### src/rtl/sik_pkg.sv
// Definitions shared by the SIK fetch stage and the execute core: word/PC sizes,
// instruction fields, opcodes, NoArg sub-opcodes and the fetch state encoding.
package sik_pkg;

    localparam int unsigned WORDSIZE = 16;
    localparam int unsigned PCSIZE   = 16;

    localparam int unsigned OPCODE_HI = 15;
    localparam int unsigned OPCODE_LO = 12;
    localparam int unsigned ARG_HI    = 11;
    localparam int unsigned ARG_LO    = 0;

    typedef enum logic [3:0] {
        OP_NOARG = 4'd1,
        OP_PUSH  = 4'd2,
        OP_JUMP  = 4'd3,
        OP_JUMPT = 4'd4,
        OP_JUMPF = 4'd5,
        OP_CALL  = 4'd6,
        OP_LOAD  = 4'd7,
        OP_STORE = 4'd8,
        OP_GET   = 4'd9,
        OP_PUT   = 4'd10
    } opcode_e;

    // NoArg sub-opcodes live in the argument field
    typedef enum logic [11:0] {
        SUB_RET  = 12'd0,
        SUB_ADD  = 12'd1,
        SUB_SUB  = 12'd2,
        SUB_MUL  = 12'd3,
        SUB_AND  = 12'd4,
        SUB_OR   = 12'd5,
        SUB_XOR  = 12'd6,
        SUB_NOT  = 12'd7,
        SUB_DUP  = 12'd8,
        SUB_DROP = 12'd9,
        SUB_SWAP = 12'd10,
        SUB_SYS  = 12'd11
    } noarg_e;

    typedef enum logic {
        RUN    = 1'b0,
        HALTED = 1'b1
    } fetch_state_e;

    function automatic opcode_e get_opcode(input logic [WORDSIZE-1:0] word);
        return opcode_e'(word[OPCODE_HI:OPCODE_LO]);
    endfunction

endpackage

### src/rtl/sik_fetch_if.sv
// Fetch-stage bus: execute control, instruction-memory read port and the
// instruction handoff. master = fetch stage, slave = memory/execute side.
interface sik_fetch_if;
    import sik_pkg::*;

    logic                redirect;
    logic [PCSIZE-1:0]   redirect_pc;
    logic                stop;
    logic                imem_req;
    logic [PCSIZE-1:0]   imem_addr;
    logic                imem_gnt;
    logic                imem_rvalid;
    logic [WORDSIZE-1:0] imem_rdata;
    logic                inst_valid;
    logic [WORDSIZE-1:0] inst;
    logic [PCSIZE-1:0]   inst_pc;
    logic                inst_ready;

    modport master (
        input  redirect, redirect_pc, stop, imem_gnt, imem_rvalid, imem_rdata, inst_ready,
        output imem_req, imem_addr, inst_valid, inst, inst_pc
    );

    modport slave (
        output redirect, redirect_pc, stop, imem_gnt, imem_rvalid, imem_rdata, inst_ready,
        input  imem_req, imem_addr, inst_valid, inst, inst_pc
    );

endinterface

### src/rtl/sik_fifo.sv
// Synchronous FIFO with flush, occupancy count and same-cycle push/pop
// (push into a full FIFO is accepted when a pop happens in the same cycle).
module sik_fifo #(
    parameter int unsigned WIDTH = 32,
    parameter int unsigned DEPTH = 4
) (
    input  logic                       clk,
    input  logic                       reset,
    input  logic                       flush,
    input  logic                       push,
    input  logic [WIDTH-1:0]           push_data,
    input  logic                       pop,
    output logic [WIDTH-1:0]           pop_data,
    output logic [$clog2(DEPTH+1)-1:0] count
);

    localparam int unsigned AW = (DEPTH > 1) ? $clog2(DEPTH) : 1;
    localparam int unsigned CW = $clog2(DEPTH+1);

    logic [WIDTH-1:0] mem_q [DEPTH];
    logic [WIDTH-1:0] mem_d [DEPTH];
    logic [AW-1:0]    wr_ptr_q, wr_ptr_d;
    logic [AW-1:0]    rd_ptr_q, rd_ptr_d;
    logic [CW-1:0]    count_q, count_d;
    logic             do_push, do_pop;

    function automatic logic [AW-1:0] next_ptr(input logic [AW-1:0] p);
        if (32'(p) == DEPTH - 1) return '0;
        return p + AW'(1);
    endfunction

    always_comb begin
        do_pop   = pop && (count_q != '0);
        do_push  = push && ((count_q != CW'(DEPTH)) || do_pop);
        mem_d    = mem_q;
        wr_ptr_d = wr_ptr_q;
        rd_ptr_d = rd_ptr_q;
        if (do_push) begin
            mem_d[wr_ptr_q] = push_data;
            wr_ptr_d        = next_ptr(wr_ptr_q);
        end
        if (do_pop) rd_ptr_d = next_ptr(rd_ptr_q);
        count_d = count_q + CW'(do_push) - CW'(do_pop);
        if (flush) begin
            wr_ptr_d = wr_ptr_q;
            rd_ptr_d = wr_ptr_q;
            count_d  = '0;
        end
    end

    always_ff @(posedge clk) begin
        if (reset) begin
            mem_q    <= '{default: '0};
            wr_ptr_q <= '0;
            rd_ptr_q <= '0;
            count_q  <= '0;
        end else begin
            mem_q    <= mem_d;
            wr_ptr_q <= wr_ptr_d;
            rd_ptr_q <= rd_ptr_d;
            count_q  <= count_d;
        end
    end

    assign pop_data = mem_q[rd_ptr_q];
    assign count    = count_q;

endmodule

### src/rtl/sik_fetch.sv
// SIK instruction fetch/prefetch: sequential imem reads into an in-order queue,
// PC-tagged handoff to execute, flush and stale-response drop on redirect.
module sik_fetch
    import sik_pkg::*;
#(
    parameter int unsigned       DEPTH     = 4,
    parameter int unsigned       MAX_OUTST = 2,
    parameter logic [PCSIZE-1:0] RESET_PC  = 16'h0000
) (
    input  logic        clk,
    input  logic        reset,
    sik_fetch_if.master bus
);

    localparam int unsigned QCW = $clog2(DEPTH+1);
    localparam int unsigned OCW = $clog2(MAX_OUTST+1);
    localparam int unsigned QW  = WORDSIZE + PCSIZE;

    logic [PCSIZE-1:0] fetch_pc_q, fetch_pc_d;
    logic [OCW-1:0]    drop_q, drop_d;
    fetch_state_e      state_q, state_d;

    logic [QCW-1:0]    q_count;
    logic [QW-1:0]     q_head;
    logic              q_push, q_pop;
    logic [OCW-1:0]    outst;
    logic [PCSIZE-1:0] tag_pc;
    logic              req, fire, rsp_drop;

    // The tag queue holds one entry per in-flight read, so its occupancy is the
    // outstanding count; it is never flushed because stale responses still pop it.
    sik_fifo #(.WIDTH(PCSIZE), .DEPTH(MAX_OUTST)) u_tag_q (
        .clk       (clk),
        .reset     (reset),
        .flush     (1'b0),
        .push      (fire),
        .push_data (fetch_pc_q),
        .pop       (bus.imem_rvalid),
        .pop_data  (tag_pc),
        .count     (outst)
    );

    sik_fifo #(.WIDTH(QW), .DEPTH(DEPTH)) u_inst_q (
        .clk       (clk),
        .reset     (reset),
        .flush     (bus.redirect),
        .push      (q_push),
        .push_data ({bus.imem_rdata, tag_pc}),
        .pop       (q_pop),
        .pop_data  (q_head),
        .count     (q_count)
    );

    always_comb begin
        req = !reset && (state_q == RUN) && !bus.redirect && !bus.stop &&
              ((32'(q_count) + 32'(outst)) < DEPTH) && (32'(outst) < MAX_OUTST);
        fire     = req && bus.imem_gnt;
        rsp_drop = (drop_q != '0);
        q_push   = bus.imem_rvalid && !rsp_drop && !bus.redirect;
        q_pop    = (q_count != '0) && bus.inst_ready;

        fetch_pc_d = fetch_pc_q;
        if (fire) fetch_pc_d = fetch_pc_q + 16'd1;
        if (bus.redirect) fetch_pc_d = bus.redirect_pc;

        drop_d = drop_q;
        if (bus.redirect) drop_d = outst - OCW'(bus.imem_rvalid);
        else if (bus.imem_rvalid && rsp_drop) drop_d = drop_q - OCW'(1);

        state_d = bus.stop ? HALTED : state_q;
    end

    always_ff @(posedge clk) begin
        if (reset) begin
            fetch_pc_q <= RESET_PC;
            drop_q     <= '0;
            state_q    <= RUN;
        end else begin
            fetch_pc_q <= fetch_pc_d;
            drop_q     <= drop_d;
            state_q    <= state_d;
        end
    end

    assign bus.imem_req   = req;
    assign bus.imem_addr  = fetch_pc_q;
    assign bus.inst_valid = (q_count != '0);
    assign bus.inst       = q_head[QW-1:PCSIZE];
    assign bus.inst_pc    = q_head[PCSIZE-1:0];

endmodule

### src/flat_wrapper.sv
// flat-port wrapper written by rule: the top's interface ports become plain ports
module sik_fetch_flat import sik_pkg::*;
#(
    parameter int unsigned       DEPTH     = 4,
    parameter int unsigned       MAX_OUTST = 2,
    parameter logic [PCSIZE-1:0] RESET_PC  = 16'h0000
)
  (clk, reset, bus_redirect, bus_redirect_pc, bus_stop, bus_imem_gnt, bus_imem_rvalid, bus_imem_rdata, bus_inst_ready, bus_imem_req, bus_imem_addr, bus_inst_valid, bus_inst, bus_inst_pc);
  sik_fetch_if bus_i ();
  input  logic clk;
  input  logic reset;
  input wire logic [$bits(bus_i.redirect)-1:0] bus_redirect;
  input wire logic [$bits(bus_i.redirect_pc)-1:0] bus_redirect_pc;
  input wire logic [$bits(bus_i.stop)-1:0] bus_stop;
  input wire logic [$bits(bus_i.imem_gnt)-1:0] bus_imem_gnt;
  input wire logic [$bits(bus_i.imem_rvalid)-1:0] bus_imem_rvalid;
  input wire logic [$bits(bus_i.imem_rdata)-1:0] bus_imem_rdata;
  input wire logic [$bits(bus_i.inst_ready)-1:0] bus_inst_ready;
  output wire logic [$bits(bus_i.imem_req)-1:0] bus_imem_req;
  output wire logic [$bits(bus_i.imem_addr)-1:0] bus_imem_addr;
  output wire logic [$bits(bus_i.inst_valid)-1:0] bus_inst_valid;
  output wire logic [$bits(bus_i.inst)-1:0] bus_inst;
  output wire logic [$bits(bus_i.inst_pc)-1:0] bus_inst_pc;
  assign bus_i.redirect = bus_redirect;
  assign bus_i.redirect_pc = bus_redirect_pc;
  assign bus_i.stop = bus_stop;
  assign bus_i.imem_gnt = bus_imem_gnt;
  assign bus_i.imem_rvalid = bus_imem_rvalid;
  assign bus_i.imem_rdata = bus_imem_rdata;
  assign bus_i.inst_ready = bus_inst_ready;
  assign bus_imem_req = bus_i.imem_req;
  assign bus_imem_addr = bus_i.imem_addr;
  assign bus_inst_valid = bus_i.inst_valid;
  assign bus_inst = bus_i.inst;
  assign bus_inst_pc = bus_i.inst_pc;
  sik_fetch #(.DEPTH(DEPTH), .MAX_OUTST(MAX_OUTST), .RESET_PC(RESET_PC)) u_core (.clk(clk), .reset(reset), .bus(bus_i));
endmodule
### config.mk
export PLATFORM = sky130hd
export DESIGN_NAME = sik_fetch_flat
export DESIGN_NICKNAME = d
export VERILOG_FILES = /design/src/rtl/sik_pkg.sv /design/src/rtl/sik_fetch_if.sv /design/src/rtl/sik_fifo.sv /design/src/rtl/sik_fetch.sv /design/src/flat_wrapper.sv
export SDC_FILE = /design/constraint.sdc
export NUM_CORES = 1
export LEC_CHECK = 0
export ABC_CLOCK_PERIOD_IN_PS = 7200
export CAP_MARGIN = 5
export CELL_PAD_IN_SITES_DETAIL_PLACEMENT = 2
export CELL_PAD_IN_SITES_GLOBAL_PLACEMENT = 2
export CORE_MARGIN = 2
export CORE_UTILIZATION = 38
export DETAILED_ROUTE_END_ITERATION = 6
export GPL_TIMING_DRIVEN = 0
export PLACE_DENSITY = 0.83
export SLEW_MARGIN = 20
export SYNTH_ARGS = -nofsm -noshare
export SYNTH_HDL_FRONTEND = slang
export SYNTH_SLANG_ARGS = --single-unit
### constraint.sdc
create_clock -name clk -period 7.2 [get_ports clk]
set_clock_uncertainty 0.15 [all_clocks]
set_input_delay 1.44 -clock clk [delete_from_list [all_inputs] [get_ports clk]]
set_output_delay 1.44 -clock clk [all_outputs]
set_load 0.02 [all_outputs]
==> impl_metrics.json, run 1 <==
{
  "rsz_0062_raised_after_global_routing": "false",
  "power.leakage_uw": 0.00321,
  "syn2layout_area_growth_pct": 22.0,
  "vdd_drop_max_mv": 0.140,
  "boundaryPins": 89,
  "synth.yosys.warnings": 0,
  "overflow": 0,
  "via_count_of_the_first_global_routing_pass": 8296,
  "crit_fanout": 4,
  "totalPowerFinal_uw": 2380,
  "mapped_nets": 970,
  "power-per-cell-area_nw_per_um2": 236,
  "drt-total-wl_mm": 30.6,
  "status": "completed",
  "largest_net_degree_at_the_start_of_global_routing": 17,
  "grt_util_all_layers": 0.278,
  "detail_route.first_pass.iterations": 4,
  "crit_arrival_ns": 3.11,
  "grt_antenna_before_repair": 0,
  "timing.critical_path.to_type": "output port",
  "maxSlewViolCount": 0,
  "final.period_utilization": 0.653,
  "min-delay-start": "u_core.u_inst_q.mem_q[48]",
  "crit_path_kind": "input port to output port",
  "gp_routability_congestion": 0.776,
  "worst_path_most_repeated_cell": "clkdlybuf4s50_1",
  "worstHoldPathType": "register to register",
  "cts_tree": "built",
  "drcViolationCount": 0,
  "totalNegativeSetupSlack_ns": 0,
  "number_of_max_cap_violations": 0,
  "achievable-frequency_mhz": 213,
  "timing_hold_violations_final": 0,
  "timing.rr.end": "u_core.u_tag_q.count[1]",
  "fin_ws_ns": 2.50,
  "numnets_final": 1077,
  "dpl_worst_slack_ns": 2.50,
  "detail_route.wl_per_cell_um": 23.3,
  "starting_density_of_the_core": 0.390,
  "placeableCoreArea_sq_um": 21200,
  "cts_post_setup_buffers_inserted": 0,
  "grt_first_pass_wirelength_mm": 48.2,
  "die_w_um": 152,
  "cts_hold_repair.buffers": 0,
  "post_drt_via_cell_ratio": 5.76,
  "cell_depth_of_the_worst_hold_path": 2,
  "worst-r2r-setup-slack_ns": 4.13,
  "count_of_flip_flops_with_a_built_in_enable_after_synthesis": 0,
  "yosysSeqAreaShare": 0.460,
  "clkLatencyLatePin_ns": 0.45,
  "critical_path_required_time_ns": 5.61,
  "clk_root_buffer_cell": "clkbuf_16",
  "cpLargestDelayFamily": "buffers and inverters",
  "height_of_the_chip_um": 152,
  "postSynthRegisterBits": 190,
  "number_of_inserted_filler_cells_in_the_final_layout": 2334,
  "synth_flop_cell": "dfxtp_1",
  "depth_of_the_worst_register_to_register_path": 9,
  "synth_cell_types": 56,
  "cts-resized-gates": 0,
  "cts.sink_count": 190,
  "io_buffers": 88,
  "worstSetupStartpointType": "input port",
  "cts.reportedPaths.clkPinSlew_ns": 0.07,
  "area_taken_by_flip_flops_and_latches_sq_um": 3800,
  "timing.max_slew.rel_slack": 0.285,
  "diodes": 0,
  "synth_area_sq_um": 8270,
  "dp.final_hpwl_mm": 20.4,
  "cts_max_level": 4,
  "proportion_of_layout_cells_with_a_drive_suffix_above_1": 0.0945,
  "min_delay_worst_endpoint": "u_core.u_inst_q.mem_q[48]",
  "detail-route-antenna-nets": 0,
  "cts-buffers-inserted": 17,
  "number_of_buffer_and_inverter_stages_on_the_critical_path": 2,
  "setup_viol_count_final": 0,
  "timing.rr.start": "u_core.u_inst_q.count[1]",
  "timing.critical_path.slowest_cell_delay_ns": 0.60,
  "worst_path_max_delay_cell": "clkdlybuf4s50_1",
  "synth_cells": 918,
  "fraction_of_synthesis_flops_using_an_asynchronous_set_or_reset_pin": 0,
  "period_minus_slack_ns": 4.70,
  "total_area_of_multi_input_combinational_cells_sq_um": 4030,
  "die_area_sq_um": 23000,
  "via_count": 7555,
  "initial_drc_count": 391,
  "syn-mean-instance-area_sq_um": 9.01,
  "clock_tree.buffer_depth": 2,
  "critical_path.cell_chain": "clkdlybuf4s50_1 -> nor4_2 -> and3_1 -> clkdlybuf4s50_1",
  "tightest_slew_ns": 1.06,
  "placementRows": 53
}
==> how the worst max path moves through the flow <==
stage | from | to | slack, ns | cells after the start
after detailed placement | bus_redirect | bus_imem_req | 2.50 | 4
after global routing | bus_redirect | bus_imem_req | 2.41 | 4
after floorplan | bus_stop | bus_imem_req | 3.55 | 2
after global placement | bus_redirect | bus_imem_req | 2.51 | 4
after CTS | bus_redirect | bus_imem_req | 2.49 | 4
final | bus_redirect | bus_imem_req | 2.50 | 4
==> where the power goes <==
part	internal (uW)	switching, uW
logic	116	163
registers	1080	27.2
clock network	548	452
==> through the flow <==
step,area (sq um),utilization,std cells,hold slack [ns]
floorplan,8270,-,918,0.283
global placement,9500,0.448,1281,0.289
detailed placement,9500,0.448,1281,0.299
CTS,10100,0.475,1312,0.309
global route,10100,0.475,1312,0.321
finish,10100,0.475,1312,0.305
==> sequential cells by signal, summed over array words and instances (netlist names) <==
register / count
u_core.bus.imem_addr: 16
u_core.drop_q: 2
u_core.state_q: 1
u_core.u_inst_q.count: 3
u_core.u_inst_q.mem_q: 128
u_core.u_inst_q.rd_ptr_q: 2
u_core.u_inst_q.wr_ptr_q: 2
u_core.u_tag_q.count: 2
u_core.u_tag_q.mem_q: 32
u_core.u_tag_q.rd_ptr_q: 1
u_core.u_tag_q.wr_ptr_q: 1
==> tightest hold or removal path: stages, from the launching register on <==
cell	delay (ns)
dfxtp_1	0.31
nand2_1	0.05
a21oi_1	0.05
==> cells by family (layout without fill, tap and decap cells) <==
group,count (synthesis),after routing,synth area share
AO/OA/AOI/OAI,244,244,0.180
XOR/XNOR,7,7,0.00741
adder cells (fa/ha/maj),13,13,0.0206
buffers and inverters,97,216,0.0526
flip-flops,190,190,0.460
multiplexers,51,51,0.110
AND/OR/NAND/NOR,316,316,0.169
==> cell type report <==
type / count / share of cell area
Timing Repair Buffer: 88 / 0.0873
Tap cell: 275 / 0.0341
Multi-Input combinational cell: 631 / 0.400
Sequential cell: 190 / 0.377
Clock inverter: 13 / 0.0161
Clock buffer: 18 / 0.0425
Inverter: 15 / 0.00558
Buffer: 82 / 0.0376
==> cell usage in the layout (no fill, tap or decap), types with 17 or more instances in the layout <==
cell type,instances
nand2_1,148
clkbuf_16,17
a21oi_1,107
o21ai_0,34
buf_2,17
nor2_1,79
clkdlybuf4s50_1,88
a211oi_1,68
clkbuf_1,54
dfxtp_1,190
mux4_2,32
mux2i_1,18
nand3_1,41
==> layer usage <==
metal	wire [um]	global-route usage	vias to the layer above	share of wire
met3	961	0.0434	45	0.031
met2	15200	0.479	156	0.50
li1	-	-	3498	-
met1	13800	0.359	3856	0.45
met5	0	0	-	0
met4	547	0.0884	0	0.018
==> synth_stat cells (2+ instances only) <==
master	number	area [sq um]
nor4_1	2	12.5
clkbuf_1	53	199
a31oi_1	3	18.8
nor3_1	2	10.0
nor2_1	79	297
o21ai_0	34	170
buf_1	3	11.3
and3_1	2	12.5
buf_4	3	22.5
and4_1	3	26.3
or3_1	5	31.3
nand2_1	148	556
xnor2_1	6	52.6
a211oi_1	68	510
inv_1	14	52.6
a21oi_1	107	536
nor2b_1	3	18.8
mux4_2	32	721
buf_2	17	85.1
o31a_1	3	26.3
nand2b_1	8	50.1
nand3_1	41	205
and4_4	2	22.5
a221oi_1	3	26.3
mux2i_1	18	180
buf_6	5	56.3
a311oi_1	3	26.3
or2_2	2	12.5
o22ai_1	7	43.8
a22oi_1	3	22.5
dfxtp_1	190	3800
a21boi_0	3	22.5
nand4_1	8	50.1
ha_1	12	150
or4_1	4	30.0
nor3b_1	2	15.0
No activity file was read; power rests on OpenSTA's default activity.
==> run 2: changes to the inputs <==
--- a/config.mk
+++ b/config.mk
@@ -5,15 +5,15 @@
 export SDC_FILE = /design/constraint.sdc
 export NUM_CORES = 1
 export LEC_CHECK = 0
-export ABC_CLOCK_PERIOD_IN_PS = 7200
+export ABC_CLOCK_PERIOD_IN_PS = 4900
 export CAP_MARGIN = 5
 export CELL_PAD_IN_SITES_DETAIL_PLACEMENT = 2
 export CELL_PAD_IN_SITES_GLOBAL_PLACEMENT = 2
 export CORE_MARGIN = 2
-export CORE_UTILIZATION = 38
+export CORE_UTILIZATION = 35
 export DETAILED_ROUTE_END_ITERATION = 6
 export GPL_TIMING_DRIVEN = 0
-export PLACE_DENSITY = 0.83
+export PLACE_DENSITY = 0.78
 export SLEW_MARGIN = 20
 export SYNTH_ARGS = -nofsm -noshare
 export SYNTH_HDL_FRONTEND = slang
==> constraint.sdc (replaced) <==
create_clock -name clk -period 4.9 [get_ports clk]
set_clock_uncertainty 0.15 [all_clocks]
set_input_delay 0.98 -clock clk [delete_from_list [all_inputs] [get_ports clk]]
set_output_delay 0.98 -clock clk [all_outputs]
set_load 0.02 [all_outputs]
==> run 2 against run 1 <==
Net effect:
- power up 44%
- first-iteration DRC count up 5.4%
- global-route usage down 3.3 points
- final cell count up 3.4%
- highest routed layer unchanged
- largest cell class unchanged
- worst setup slack worse by 1.7 ns
- hold slack better by 0.0046 ns
- flip-flop and latch count unchanged
- critical path depth unchanged
- combinational power up 46%
==> impl_metrics.json, run 2 (synthesized netlist as in run 1, its figures left out) <==
{
  "cts_post_setup_buffers_inserted": 0,
  "crit_end": "bus_inst_pc[12]",
  "depth_of_the_worst_register_to_register_path": 9,
  "cts_tree": "built",
  "hold_ws_ns": 0.310,
  "seq_power_share": 0.474,
  "clock_tree.buffer_depth": 2,
  "detail_route.wl_per_cell_um": 21.6,
  "vdd_drop_max_mv": 0.177,
  "grt_antenna_before_repair": 0,
  "largest_net_degree_at_the_start_of_global_routing": 20,
  "postLayoutCellArea_sq_um": 10100,
  "clk_root_buffer_cell": "clkbuf_16",
  "intPower_uw": 2430,
  "crit_fanout": 10,
  "timing.max_slew.rel_slack": 0.325,
  "diodes": 0,
  "starting_density_of_the_core": 0.355,
  "setup_viol_count_final": 0,
  "final.period_utilization": 0.835,
  "timing.critical_path.to_type": "output port",
  "number_of_inserted_filler_cells_in_the_final_layout": 2555,
  "worst-r2r-setup-slack_ns": 2.02,
  "cts_hold_repair.buffers": 0,
  "rsz_0062_raised_after_global_routing": "false",
  "placementRows": 56,
  "power-per-cell-area_nw_per_um2": 338,
  "worstSetupStartpointType": "register",
  "detail-route-antenna-nets": 0,
  "drt-total-wl_mm": 29.3,
  "final_cell_mix": "dfxtp_1 (190), nand2_1 (148), a21oi_1 (107)",
  "overflow": 0,
  "worstHoldPathType": "register to register",
  "cts.reportedPaths.clkPinSlew_ns": 0.08,
  "achievable-frequency_mhz": 244,
  "cts.sink_count": 190,
  "comb_power_share": 0.119,
  "maxSlewViolCount": 0,
  "initial_drc_count": 412,
  "status": "completed",
  "gp_routability_congestion": 0.768,
  "critical_path_required_time_ns": 3.77,
  "proportion_of_layout_cells_with_a_drive_suffix_above_1": 0.0963,
  "dp.final_hpwl_mm": 20.4,
  "cts-buffers-inserted": 17,
  "grt_first_pass_wirelength_mm": 46.4,
  "height_of_the_chip_um": 158,
  "period_minus_slack_ns": 4.09,
  "io_buffers": 88,
  "max_flop_register": "u_core.u_inst_q.mem_q",
  "power.leakage_uw": 0.00321,
  "post_drt_via_cell_ratio": 5.48,
  "clock_power_share": 0.407,
  "via_count": 7442,
  "syn2layout_area_growth_pct": 22.4,
  "drcViolationCount": 0,
  "min-delay-start": "u_core.u_inst_q.mem_q[60]",
  "timing.rr.start": "u_core.u_tag_q.count[1]",
  "placedInstanceArea_sq_um": 9550,
  "die_w_um": 158,
  "timing.rr.end": "u_core.u_tag_q.count[1]",
  "critical_path.startpoint": "u_core.u_inst_q.rd_ptr_q[0]",
  "placeableCoreArea_sq_um": 23300,
  "number_of_placed_instances_with_taps_included": 1325,
  "largest_register_ff_count": 128,
  "die_area_sq_um": 24900,
  "crit_path_kind": "register to output port",
  "clkLatencyLatePin_ns": 0.45,
  "tightest_slew_ns": 0.999,
  "p_switching_uw": 989,
  "post_layout_nonfiller_instances": 1357,
  "cts-resized-gates": 0,
  "grt_util_all_layers": 0.245,
  "crit_arrival_ns": 2.96,
  "cts_max_level": 4,
  "boundaryPins": 89,
  "power_switching_share": 0.289,
  "timing_hold_violations_final": 0,
  "detail_route.first_pass.iterations": 4,
  "number_of_max_cap_violations": 0,
  "via_count_of_the_first_global_routing_pass": 8154,
  "numnets_final": 1077,
  "most_common_library_cell_in_the_layout_ignoring_fill_and_taps": "dfxtp_1",
  "totalNegativeSetupSlack_ns": 0
}
run 2: through the flow:
stage | utilization | setup WS [ns] | total power [uW]
after floorplan | - | 1.82 | 1880
after global placement | 0.409 | 0.978 | 2060
after detailed placement | 0.409 | 0.928 | 2060
after CTS | 0.434 | 0.752 | 3440
after global routing | 0.434 | 0.665 | 3550
final | 0.434 | 0.810 | 3420
run 2: worst max-delay path: stages, from the launching register on:
cell and delay [ns]:
dfxtp_1 0.35, clkbuf_1 0.49, buf_2 0.47, mux4_2 0.62, clkdlybuf4s50_1 0.58
run 2: per-layer routing:
layer	wire (um)	track usage	vias to the layer above
li1	-	-	3502
met1	13600	0.318	3799
met2	14600	0.432	117
met3	710	0.0309	24
met4	380	0.0606	0
met5	0	0	-
run 2: power groups by stage:
stage	clock (uW)	sequential, uW	combinational [uW]
2_1_floorplan	0	1650	225
3_3_place_gp	0	1660	400
3_5_place_dp	0	1660	408
4_1_cts	1400	1620	412
5_1_grt	1480	1630	444
6_report	1390	1620	407
run 2: worst min-delay path by stage:
stage                                end  depth (start not counted)
6_report       u_core.u_inst_q.mem_q[60]                          2
5_1_grt        u_core.u_inst_q.mem_q[26]                          2
4_1_cts        u_core.u_inst_q.mem_q[94]                          2
3_5_place_dp   u_core.u_inst_q.mem_q[94]                          2
3_3_place_gp   u_core.u_inst_q.mem_q[19]                          2
2_1_floorplan  u_core.u_inst_q.mem_q[48]                          2
run 2: cell type report:
class                      instances  area (sq um)  share of cell area
buffer                            82           379              0.0374
clock buffer                      17           425              0.0420
clock inverter                    15           149              0.0147
inverter                          15          56.3             0.00556
multi-input combinational        631          4030               0.398
sequential                       190          3800               0.376
tap                              319           399              0.0394
timing repair buffer              88           881              0.0870
==> run 3: changes to the inputs <==
--- a/config.mk
+++ b/config.mk
@@ -5,15 +5,15 @@
 export SDC_FILE = /design/constraint.sdc
 export NUM_CORES = 1
 export LEC_CHECK = 0
-export ABC_CLOCK_PERIOD_IN_PS = 4900
+export ABC_CLOCK_PERIOD_IN_PS = 3700
 export CAP_MARGIN = 5
 export CELL_PAD_IN_SITES_DETAIL_PLACEMENT = 2
 export CELL_PAD_IN_SITES_GLOBAL_PLACEMENT = 2
 export CORE_MARGIN = 2
-export CORE_UTILIZATION = 35
+export CORE_UTILIZATION = 32
 export DETAILED_ROUTE_END_ITERATION = 6
 export GPL_TIMING_DRIVEN = 0
-export PLACE_DENSITY = 0.78
+export PLACE_DENSITY = 0.75
 export SLEW_MARGIN = 20
 export SYNTH_ARGS = -nofsm -noshare
 export SYNTH_HDL_FRONTEND = slang
==> constraint.sdc (replaced) <==
create_clock -name clk -period 3.7 [get_ports clk]
set_clock_uncertainty 0.15 [all_clocks]
set_input_delay 0.74 -clock clk [delete_from_list [all_inputs] [get_ports clk]]
set_output_delay 0.74 -clock clk [all_outputs]
set_load 0.02 [all_outputs]
==> run 3 against run 2 <==
Net effect:
- routed wire length down 0.49%
- register-to-register slack worse by 1.2 ns
- power up 34%
- sequential share of layout area down 0.20 points
- non-clock buffer count unchanged
- hold slack worse by 0.0032 ns
- die area up 9.1%
- sequential power up 33%
- core utilization down 3.1 points
- worst setup slack worse by 0.65 ns
- final cell count up 0.81%
- flip-flop and latch count unchanged
- critical endpoint unchanged
- largest cell class unchanged
- largest power group unchanged
==> impl_metrics.json, run 3 (synthesized netlist as in run 1, its figures left out) <==
{
  "largest_net_degree_at_the_start_of_global_routing": 20,
  "die_w_um": 165,
  "critical_path_required_time_ns": 2.81,
  "clk_root_buffer_cell": "clkbuf_16",
  "worstSetupStartpointType": "register",
  "grt_antenna_before_repair": 0,
  "dpl_worst_slack_ns": -0.101,
  "most_common_library_cell_in_the_layout_ignoring_fill_and_taps": "dfxtp_1",
  "cts_max_level": 4,
  "grt_first_pass_wirelength_mm": 46.4,
  "maxSlewViolCount": 0,
  "post_layout_nonfiller_instances": 1368,
  "detail-route-antenna-nets": 0,
  "final.period_utilization": 0.958,
  "timing.max_slew.rel_slack": 0.288,
  "boundaryPins": 89,
  "worstHoldPathType": "register to register",
  "drt-total-wl_mm": 29.2,
  "cts_post_setup_buffers_inserted": 0,
  "placementRows": 58,
  "number_of_placed_instances_with_taps_included": 1336,
  "overflow": 0,
  "cts.reportedPaths.clkPinSlew_ns": 0.08,
  "grt_util_all_layers": 0.224,
  "timing_hold_violations_final": 0,
  "setup_viol_count_final": 0,
  "placeableCoreArea_sq_um": 25300,
  "proportion_of_layout_cells_with_a_drive_suffix_above_1": 0.100,
  "period_minus_slack_ns": 3.54,
  "gp_routability_congestion": 0.780,
  "totalNegativeSetupSlack_ns": 0,
  "final_cell_mix": "dfxtp_1 (190), nand2_1 (148), a21oi_1 (107)",
  "achievable-frequency_mhz": 282,
  "cts.sink_count": 190,
  "drcViolationCount": 0,
  "timing.critical_path.to_type": "output port",
  "cts-buffers-inserted": 17,
  "crit_path_kind": "register to output port",
  "syn2layout_area_growth_pct": 23.1,
  "number_of_inserted_filler_cells_in_the_final_layout": 2854,
  "detail_route.first_pass.iterations": 4,
  "via_count": 7372,
  "die_area_sq_um": 27200,
  "clkLatencyLatePin_ns": 0.44,
  "status": "completed",
  "largest_register_ff_count": 128,
  "initial_drc_count": 401,
  "numnets_final": 1077,
  "clock_tree.buffer_depth": 2,
  "dp.final_hpwl_mm": 20.5,
  "height_of_the_chip_um": 165,
  "via_count_of_the_first_global_routing_pass": 8249,
  "diodes": 0,
  "rsz_0062_raised_after_global_routing": "false",
  "number_of_max_cap_violations": 0,
  "power-per-cell-area_nw_per_um2": 451,
  "fin_ws_ns": 0.156,
  "cts_tree": "built",
  "crit_arrival_ns": 2.65,
  "vdd_drop_max_mv": 0.251,
  "io_buffers": 88,
  "detail_route.wl_per_cell_um": 21.3,
  "crit_fanout": 10,
  "power.leakage_uw": 0.00323,
  "tightest_slew_ns": 1.05,
  "starting_density_of_the_core": 0.328,
  "max_flop_register": "u_core.u_inst_q.mem_q",
  "post_drt_via_cell_ratio": 5.39
}
==> run 3: changes by cell type in the layout (fill, tap and decap cells not counted), sizes merged <==
| cell | previous run | this run |
|---|---|---|
| clkinvlp | 2 | 1 |
| buf | 28 | 25 |
| clkbuf | 71 | 74 |
| clkinv | 5 | 6 |
| bufinv | 0 | 1 |
| inv | 23 | 22 |
==> run 3: where the power goes <==
| group | internal (uW) | switching, uW | leakage (uW) | total [uW] |
|---|---|---|---|---|
| logic | 228 | 311 | 0.00140 | 539 |
| registers | 2100 | 50.2 | 0.00154 | 2150 |
| clock network | 969 | 938 | 0.000290 | 1910 |
| total | 3290 | 1300 | 0.00323 | 4590 |
==> run 3: metrics by stage <==
step	hold WS (ns)	power [uW]	util	cell area (sq um)
after detailed placement	0.301	2740	0.379	9570
after CTS	0.312	4620	0.403	10200
after global routing	0.334	4770	0.403	10200
after global placement	0.290	2720	0.379	9570
after floorplan	0.283	2490	-	8270
final	0.307	4590	0.403	10200
==> run 3: area by class of cell <==
cell class	count	area [sq um]	share of cell area
multi-input combinational	631	4030	0.396
sequential	190	3800	0.374
timing repair buffer	88	881	0.0865
clock buffer	17	425	0.0418
tap	330	413	0.0406
buffer	82	392	0.0385
clock inverter	15	176	0.0173
inverter	15	56.3	0.00553
==> run 3: final timing paths <==
| kind | slack (ns) | startpoint | depth (start not counted) | to |
|---|---|---|---|---|
| setup / recovery | 0.16 | u_core.u_inst_q.rd_ptr_q[1] | 4 | bus_inst_pc[12] |
| hold / removal | 0.31 | u_core.u_inst_q.mem_q[82] | 2 | u_core.u_inst_q.mem_q[82] |
| setup reg to reg | 0.80 | u_core.u_tag_q.count[1] | 9 | u_core.u_tag_q.count[1] |
| hold reg to reg | 0.31 | u_core.u_inst_q.mem_q[82] | 2 | u_core.u_inst_q.mem_q[82] |
==> run 3: critical path, cell delays in order (launching register included) <==
cell             delay [ns]
dfxtp_1                0.33
clkbuf_1               0.47
clkbuf_2               0.42
mux4_2                 0.41
clkdlybuf4s50_1        0.57
==> run 3: repair_timing <==
| action | 4_1_cts | 5_1_grt |
|---|---|---|
| hold buffers | 0 | 0 |
| resized for setup | 4 | 3 |
| hold endpoints to repair | 0 | 0 |
| pin swaps | 0 | 0 |
| endpoints found under the setup margin | 30 | 5 |
==> run 3: per-layer routing <==
layer / track usage / share of wire
met1: 0.287 / 0.46
met2: 0.397 / 0.50
met3: 0.0344 / 0.031
met4: 0.0514 / 0.013
met5: 0 / 0
